**config.mk**
```make
export PLATFORM = sky130hd
export DESIGN_NAME = instr_receiver
export DESIGN_NICKNAME = d
export VERILOG_FILES = /design/src/rtl/instr_link_pkg.sv /design/src/rtl/instr_ram.sv /design/src/rtl/instr_receiver.sv
export SDC_FILE = /design/constraint.sdc
export NUM_CORES = 1
export LEC_CHECK = 0
export ABC_CLOCK_PERIOD_IN_PS = 4200
export BUFFER_PORTS_ARGS = -buffer_cell sky130_fd_sc_hd__buf_2
export CAP_MARGIN = 20
export CORE_UTILIZATION = 37
export DETAILED_ROUTE_END_ITERATION = 8
export PLACE_DENSITY = 0.54
export SLEW_MARGIN = 5
export SYNTH_ARGS = -nofsm -noshare
export SYNTH_HDL_FRONTEND = slang
export SYNTH_SLANG_ARGS = --single-unit
```
**constraint.sdc**
```tcl
create_clock -name r_clk -period 4.2 [get_ports r_clk]
set_input_delay 0.84 -clock r_clk [delete_from_list [all_inputs] [get_ports r_clk]]
set_output_delay 0.84 -clock r_clk [all_outputs]
set_load 0.05 [all_outputs]
```
**src/rtl/instr_link_pkg.sv**
```systemverilog
// Shared definitions for both ends of the instruction-load link:
// state encoding, default geometry and a constant-foldable clog2.
package instr_link_pkg;

  localparam int IWIDTH_DEF = 32;
  localparam int DEPTH_DEF  = 36;

  typedef enum logic [1:0] {
    ST_IDLE = 2'd0,
    ST_LOAD = 2'd1,
    ST_DONE = 2'd2,
    ST_ERR  = 2'd3
  } link_state_t;

  function automatic int clog2(input int value);
    int r;
    r = 0;
    for (int i = 1; i < value; i = i * 2) r++;
    return r;
  endfunction

endpackage

```
**src/rtl/instr_ram.sv**
```systemverilog
// Local instruction store: synchronous write, registered read (read-before-write
// on an address collision), out-of-range read addresses return zero.
module instr_ram #(
  parameter int IWIDTH = 32,
  parameter int DEPTH  = 36,
  parameter int AWIDTH = 6
) (
  input  logic              r_clk,
  input  logic              r_rst,
  input  logic              we,
  input  logic [AWIDTH-1:0] waddr,
  input  logic [IWIDTH-1:0] wdata,
  input  logic [AWIDTH-1:0] raddr,
  output logic [IWIDTH-1:0] rdata
);

  localparam int AW1 = AWIDTH + 1;
  localparam logic [AWIDTH:0] DEPTH_W = AW1'(DEPTH);

  logic [IWIDTH-1:0] mem [DEPTH];

  // Array is deliberately not reset so it maps onto plain RAM.
  always_ff @(posedge r_clk) begin
    if (we && ({1'b0, waddr} < DEPTH_W)) mem[waddr] <= wdata;
  end

  always_ff @(posedge r_clk or negedge r_rst) begin
    if (!r_rst) begin
      rdata <= '0;
    end else if ({1'b0, raddr} < DEPTH_W) begin
      rdata <= mem[raddr];
    end else begin
      rdata <= '0;
    end
  end

endmodule

```
**src/rtl/instr_receiver.sv**
```systemverilog
// Receiving end of the instruction-load link: requests a stream with syn, stores
// acked words into the local RAM until last, and serves fetch reads from that RAM.
// Handshake: a word transfers on any rising edge where the FSM is in LOAD and
// r_i_ack=1; r_i_last is meaningful only on that same edge, and r_o_syn is the
// request that keeps the sender streaming one word per cycle.
module instr_receiver
  import instr_link_pkg::*;
#(
  parameter int IWIDTH  = IWIDTH_DEF,
  parameter int DEPTH   = DEPTH_DEF,
  parameter int AWIDTH  = clog2(DEPTH),
  parameter int TIMEOUT = 16
) (
  input  logic              r_clk,
  input  logic              r_rst,
  input  logic              r_i_start,
  output logic              r_o_syn,
  input  logic [IWIDTH-1:0] r_i_instr,
  input  logic              r_i_ack,
  input  logic              r_i_last,
  input  logic [AWIDTH-1:0] r_i_raddr,
  output logic [IWIDTH-1:0] r_o_rdata,
  output logic              r_o_busy,
  output logic              r_o_done,
  output logic              r_o_err,
  output logic [AWIDTH:0]   r_o_count,
  output link_state_t       r_o_state
);

  localparam int CWIDTH = AWIDTH + 1;
  localparam int TWIDTH = clog2(TIMEOUT + 1);

  link_state_t       state_q, state_d;
  logic [AWIDTH-1:0] wptr_q, wptr_d;
  logic [CWIDTH-1:0] count_q, count_d;
  logic [TWIDTH-1:0] timer_q, timer_d;
  logic              syn_q, busy_q, done_q, err_q;
  logic              we;

  always_comb begin
    state_d = state_q;
    wptr_d  = wptr_q;
    count_d = count_q;
    timer_d = timer_q;
    we      = 1'b0;
    case (state_q)
      ST_LOAD: begin
        if (r_i_ack) begin
          we      = 1'b1;
          wptr_d  = wptr_q + AWIDTH'(1);
          count_d = count_q + CWIDTH'(1);
          timer_d = '0;
          if (r_i_last) begin
            state_d = ST_DONE;
          end else if (wptr_q == AWIDTH'(DEPTH - 1)) begin
            // Image longer than the RAM: keep the last word, flag overflow.
            state_d = ST_ERR;
          end
        end else if (timer_q == TWIDTH'(TIMEOUT - 1)) begin
          state_d = ST_ERR;
        end else begin
          timer_d = timer_q + TWIDTH'(1);
        end
      end
      default: begin
        // IDLE, DONE and ERR all restart the same way; acks are ignored here.
        if (r_i_start) begin
          state_d = ST_LOAD;
          wptr_d  = '0;
          count_d = '0;
          timer_d = '0;
        end
      end
    endcase
  end

  always_ff @(posedge r_clk or negedge r_rst) begin
    if (!r_rst) begin
      state_q <= ST_IDLE;
      wptr_q  <= '0;
      count_q <= '0;
      timer_q <= '0;
      syn_q   <= 1'b0;
      busy_q  <= 1'b0;
      done_q  <= 1'b0;
      err_q   <= 1'b0;
    end else begin
      state_q <= state_d;
      wptr_q  <= wptr_d;
      count_q <= count_d;
      timer_q <= timer_d;
      syn_q   <= (state_d == ST_LOAD);
      busy_q  <= (state_d == ST_LOAD);
      done_q  <= (state_d == ST_DONE);
      err_q   <= (state_d == ST_ERR);
    end
  end

  instr_ram #(
    .IWIDTH(IWIDTH),
    .DEPTH (DEPTH),
    .AWIDTH(AWIDTH)
  ) u_ram (
    .r_clk(r_clk),
    .r_rst(r_rst),
    .we   (we),
    .waddr(wptr_q),
    .wdata(r_i_instr),
    .raddr(r_i_raddr),
    .rdata(r_o_rdata)
  );

  assign r_o_syn   = syn_q;
  assign r_o_busy  = busy_q;
  assign r_o_done  = done_q;
  assign r_o_err   = err_q;
  assign r_o_count = count_q;
  assign r_o_state = state_q;

endmodule

```
# [Word-level counts from Yosys, hierarchy flattened]
# Memory sizes are Yosys's and may differ from the RTL's.
# Index checks and enable logic that the tools add are counted.
[classes] muxes=21 reduce_logical=4 n_eq_ne=8 add_sub_neg=3 magnitude_cmp=2
[ops] op="$mux 32" count=1
[ops] op="$mux 7" count=3
[ops] op="$mux 5" count=4
[ops] op="$mux 6" count=3
[ops] op="$lt 6x6->1 const B" count=2
[ops] op="$mux 2" count=6
[ops] op="$add 7x1->7 const B" count=1
[ops] op="$add 6x1->6 const B" count=1
[ops] op="$eq 6x6->1 const B" count=1
[ops] op="$add 5x1->5 const B" count=1
[ops] op="$eq 5x4->1 const B" count=1
[ops] op="$eq 2x1->1 const B" count=2
[ops] op="$eq 2x2->1 const B" count=2
[ops] op="$mux 1" count=4
[ops] op="$reduce_and 2->1" count=2
[ops] op="$ne 3x3->1 const B" count=1
[ops] op="$ne 2x2->1 const B" count=1
[ops] op="$reduce_bool 2->1" count=1
[ops] op="$logic_and 1x1->1" count=1
[totals] in_bits=43 register_bits=55 elab_cells=47 ram_bits=1152 n_memories=1 out_inout_bits=45
[memory_table] name="u_ram.mem" depth=36 word_bits=32 read_ports=1 rd_clocked_by_memory_dff=0 write_ports=1 line_no="instr_ram.sv:20" text="logic [IWIDTH-1:0] mem [DEPTH];"

# [Depth between registers and ports, before layout]
[depth] word_depth=6 mapped_depth=10 mapped_depth_nobuf=7

# [Hierarchy]
# Synthesis repeated with hierarchy kept, for this count alone.
[unflattened] cells_unflattened=2116 hier_area_um2=46438.3
[modules_own_cells] module="instr_ram" seq_area_each_um2=35393.9 area_per_inst_um2=45326.0 n_inst=1 cells_each=2018
[modules_own_cells] module="instr_receiver" seq_area_each_um2=575.6 area_per_inst_um2=1112.3 n_inst=1 cells_each=98

# [Least setup slack after synthesis]
# OpenSTA, ideal clock, no wires.
[synth_path] kind="input to register" from="input r_i_ack" to="memory u_ram.mem[27][0] (enable)" path_slack_ns=0.827 required_time_ns=3.779 t_arrival_ns=2.952 setup_time_ns=0.421 path_stages=4 path_buffers=1 cell_sequence="and3b_1 buf_1 nand4_1 nor2_1"
[synth_between] elab_chain_cells=5
[synth_rtl] element="from (decl)" line_no="instr_receiver.sv:19" text="input logic r_i_ack,"
[synth_rtl] element="$mux 1" line_no="instr_receiver.sv:48" text="if (r_i_ack) begin"
[synth_rtl] element="$mux 1" line_no="instr_receiver.sv:46" text="case (state_q)"
[synth_rtl] element="$logic_and 1x1->1" line_no="instr_ram.sv:24" text="if (we && ({1'b0, waddr} < DEPTH_W)) mem[waddr] <= wdata;"
[synth_rtl] element="$mux 1" line_no="instr_ram.sv:24"
[synth_rtl] element="$mux 1 (implied by the code)" line_no="instr_ram.sv:24"
[synth_rtl] element="to (decl)" line_no="instr_ram.sv:20"
# Every way passes these cells.

# [Worst setup path after layout]
[layout_path] from="input r_i_raddr[0]" to="register u_ram.rdata[22]"
[layout_between] elab_chain_cells=2 elab_cells_between_ends=3 cone_classes="order compare (1); mux (1); memory (1)"
[layout_rtl] element="from (decl)" line_no="instr_receiver.sv:21" text="input logic [AWIDTH-1:0] r_i_raddr,"
[layout_rtl] element="$mem_v2 36x32 / $lt 6x6->1 (equally long branches)"
[layout_rtl] element="$mux 32 (*)" line_no="instr_ram.sv:30" text="end else if ({1'b0, raddr} < DEPTH_W) begin"
[layout_rtl] element="to (signal assigned)" line_no="instr_ram.sv:31" text="rdata <= mem[raddr];"
[layout_rtl] element="to (decl)" line_no="instr_ram.sv:14" text="output logic [IWIDTH-1:0] rdata"
# Every way passes the cells marked *; elsewhere a longest branch is shown, timed or not.
# A chain may end at the register's enable or synchronous reset.

==> flow_summary_export.csv <==
group,metric,value,unit
outcome,status,"finished clean",
global_routing,first_global_vias,23804,
global_routing,grt_max_degree,62,
synth,async_reset_ff_frac,0.0456,
critical_path,r2r_slack,1350,ps
synth,yosysMostFrequentCell,"edfxtp_1",
layout,area_growth_syn_to_layout,16.4,%
synth,ys_seq_elements,1207,
floorplan,die_y,355,um
clock_tree,cts.htree.levels,4,
layout,diodes,0,
synth,synth-seq-area-share,0.780,
clock_tree,clk_pin_slew,60,ps
synth,netlist_area,46100,sq um
floorplan,num_rows,129,
global_routing,grt_pass1_wl,177000,um
clock_tree,post_cts_resized,0,
sta,fin_skew,22.2,ps
route,dr.pass1.iters,7,
floorplan,initial_core_util,0.373,
sta,grt_setup_unrepaired,"no",
clock_tree,clk_path_buf_depth,3,
synth,synth_edf_count,1152,
power,power,26.2,mW
route,vias_per_cell,5.57,
floorplan,io_pins,88,
synth,yosysWarnings,0,
synth,synth_top_cell_area_share,0.750,
critical_path,crit_required,4800,ps
global_routing,use_met2,0.314,
sta,fin_crit,3150,ps
critical_path,worstSetupStartpointType,"input pin",
route,wire_per_inst,30.2,um
floorplan,die_w,355,um
global_routing,busiest_layer,"met2",
critical_path,arrival,3750,ps
sta,setup_tns,0,ps
global_routing,grt_use_met3,0.0446,
power,p_leak,17.5,nW
sta,setup_violations,0,
synth,syn_inst,2181,
synth,yosysTopAreaCell,"edfxtp_1",
critical_path,r2r_start,"r_o_state[1]$_DFF_PN0_",
synth,synth_nets,2228,
job,cap_viol_max_count,0,
clock_tree,clock-sinks,1207,
critical_path,reg2reg_to,"u_ram.mem[8][12]$_DFFE_PP_",
route,totalWireLength,125000,um
critical_path,endpoint_kind,"flip-flop",
synth,synth_cell_types,44,
synth,yosys-top-cells-count,"1,152 x edfxtp_1, 192 x mux2i_1, 192 x mux4_2",
clock_tree,clk-insertion-delay-late,730,ps
synth,avgSynthCellArea,21.1,sq um
placement,dp_hpwl,74500,um
sta,period_share,0.749,
floorplan,coreArea,124000,sq um
clock_tree,hold_buffers,0,
global_routing,grt.total_usage,0.200,
global_routing,antenna_found_initial,7,
clock_tree,clockRootBuffer,"clkbuf_16",
layout,final_nets,2463,
sta,timing_worst_slew_pin_value,1110,ps
sta,slew_viol_final,0,
route,via_count,23177,
global_routing,met1_usage,0.278,
power,peakVddDrop,0.397,mV
global_routing,overflow,0,
route,drt-initial-drc-count,2287,
placement,portBuffers,87,
floorplan,die_area,126000,sq um
route,drtAntennaViolNets,0,
power,power_density,489,nW/um^2
critical_path,critPathMaxFanout,23,
synth,synth_top_flop_cell,"edfxtp_1",
synth,synth_area_leaders,"edfxtp_1 75%, mux4_2 9.4%, mux2i_1 4.2%",
clock_tree,cts_tree,"yes",
route,drc,0,
placement,gp_congestion,0.806,
sta,fmax,318,MHz
critical_path,criticalPathCategory,"input pin to flip-flop",
critical_path,r2r_cells,5,
layout,drive_above_1_share,0.285,
sta,hold_viol,0,
clock_tree,numCtsBuffers,130,
hold_path,min_path_type,"input pin to asynchronous set/reset pin",
sta,relSlewSlack,0.238,
clock_tree,cts_setup_buffers,0,
[worst max-delay path, stage by stage]
cell	delay, ps
buf_8	280
buf_12	230
buf_4	240
mux4_2	530
mux2_2	290
a2111oi_0	980
buf_4	240
a211oi_1	50
[power by group]
| part | total (mW) | internal (mW) | switching (mW) | leakage, nW |
|---|---|---|---|---|
| Combinational | 1.73 | 0.549 | 1.18 | 4.45 |
| Clock | 11.0 | 6.32 | 4.63 | 2.00 |
| Sequential | 13.6 | 13.4 | 0.136 | 11.1 |
| Total | 26.2 | 20.3 | 5.95 | 17.5 |
[through the flow]
| step | instance area [sq um] | hold WS [ps] | std cells | worst slack (ps) | util |
|---|---|---|---|---|---|
| floorplan | 46100 | 450 | 2181 | 827 | - |
| global placement | 49600 | 467 | 3918 | 197 | 0.401 |
| detailed placement | 49600 | 486 | 3921 | 344 | 0.401 |
| CTS | 53700 | 153 | 4158 | 1130 | 0.434 |
| global route | 53700 | 173 | 4158 | 1020 | 0.434 |
| finish | 53700 | 169 | 4158 | 1050 | 0.434 |
[cell families (layout without fill, tap and decap cells)]
family | count (synthesis) | in the layout | synth area share
AO/OA/AOI/OAI | 240 | 240 | 0.0361
AND/OR/NAND/NOR | 140 | 140 | 0.0141
XOR/XNOR | 9 | 9 | 0.00171
buffers and inverters | 132 | 472 | 0.0155
flip-flops | 1207 | 1207 | 0.780
adder cells (fa/ha/maj) | 4 | 4 | 0.00109
multiplexers | 449 | 449 | 0.151
[how the worst max path moves through the flow]
| stage | cells after the start | end | start |
|---|---|---|---|
| 2_1_floorplan | 4 | u_ram.mem[27][0]$_DFFE_PP_ | r_i_ack |
| 3_3_place_gp | 7 | u_ram.rdata[5]$_DFF_PN0_ | r_i_raddr[0] |
| 3_5_place_dp | 8 | u_ram.rdata[22]$_DFF_PN0_ | r_i_raddr[0] |
| 4_1_cts | 8 | u_ram.rdata[22]$_DFF_PN0_ | r_i_raddr[0] |
| 5_1_grt | 7 | u_ram.rdata[14]$_DFF_PN0_ | r_i_raddr[0] |
| 6_report | 8 | u_ram.rdata[22]$_DFF_PN0_ | r_i_raddr[0] |
[cell usage in the layout (no fill, tap or decap), types with 55 or more instances in the layout]
master / n
edfxtp_1: 1152
buf_2: 83
mux2i_1: 192
o22ai_1: 96
buf_4: 118
clkbuf_16: 135
dfrtp_1: 55
mux4_2: 192
mux2_2: 65
a211oi_1: 61
[metal layers]
metal / part of all wire / up-vias
met5: 0.00024 / -
met4: 0.027 / 6
met3: 0.073 / 184
met2: 0.47 / 886
met1: 0.43 / 12518
li1: - / 9583
[flip-flops by register name, indices dropped and copies added (netlist names)]
register     flops
r_o_busy         1
wptr_q           6
r_o_err          1
r_o_done         1
u_ram.mem     1152
u_ram.rdata     32
r_o_count        7
timer_q          5
r_o_state        2
[area by class of cell]
type | count | area, sq um
multi-input cells | 842 | 9730
flip-flops and latches | 1207 | 36000
clock inverters | 49 | 419
fillers | 10615 | 70000
clock buffers | 188 | 3680
well taps | 1637 | 2050
repair buffers | 228 | 1790
inverters | 7 | 26.3
No activity file was read; power rests on OpenSTA's default activity.
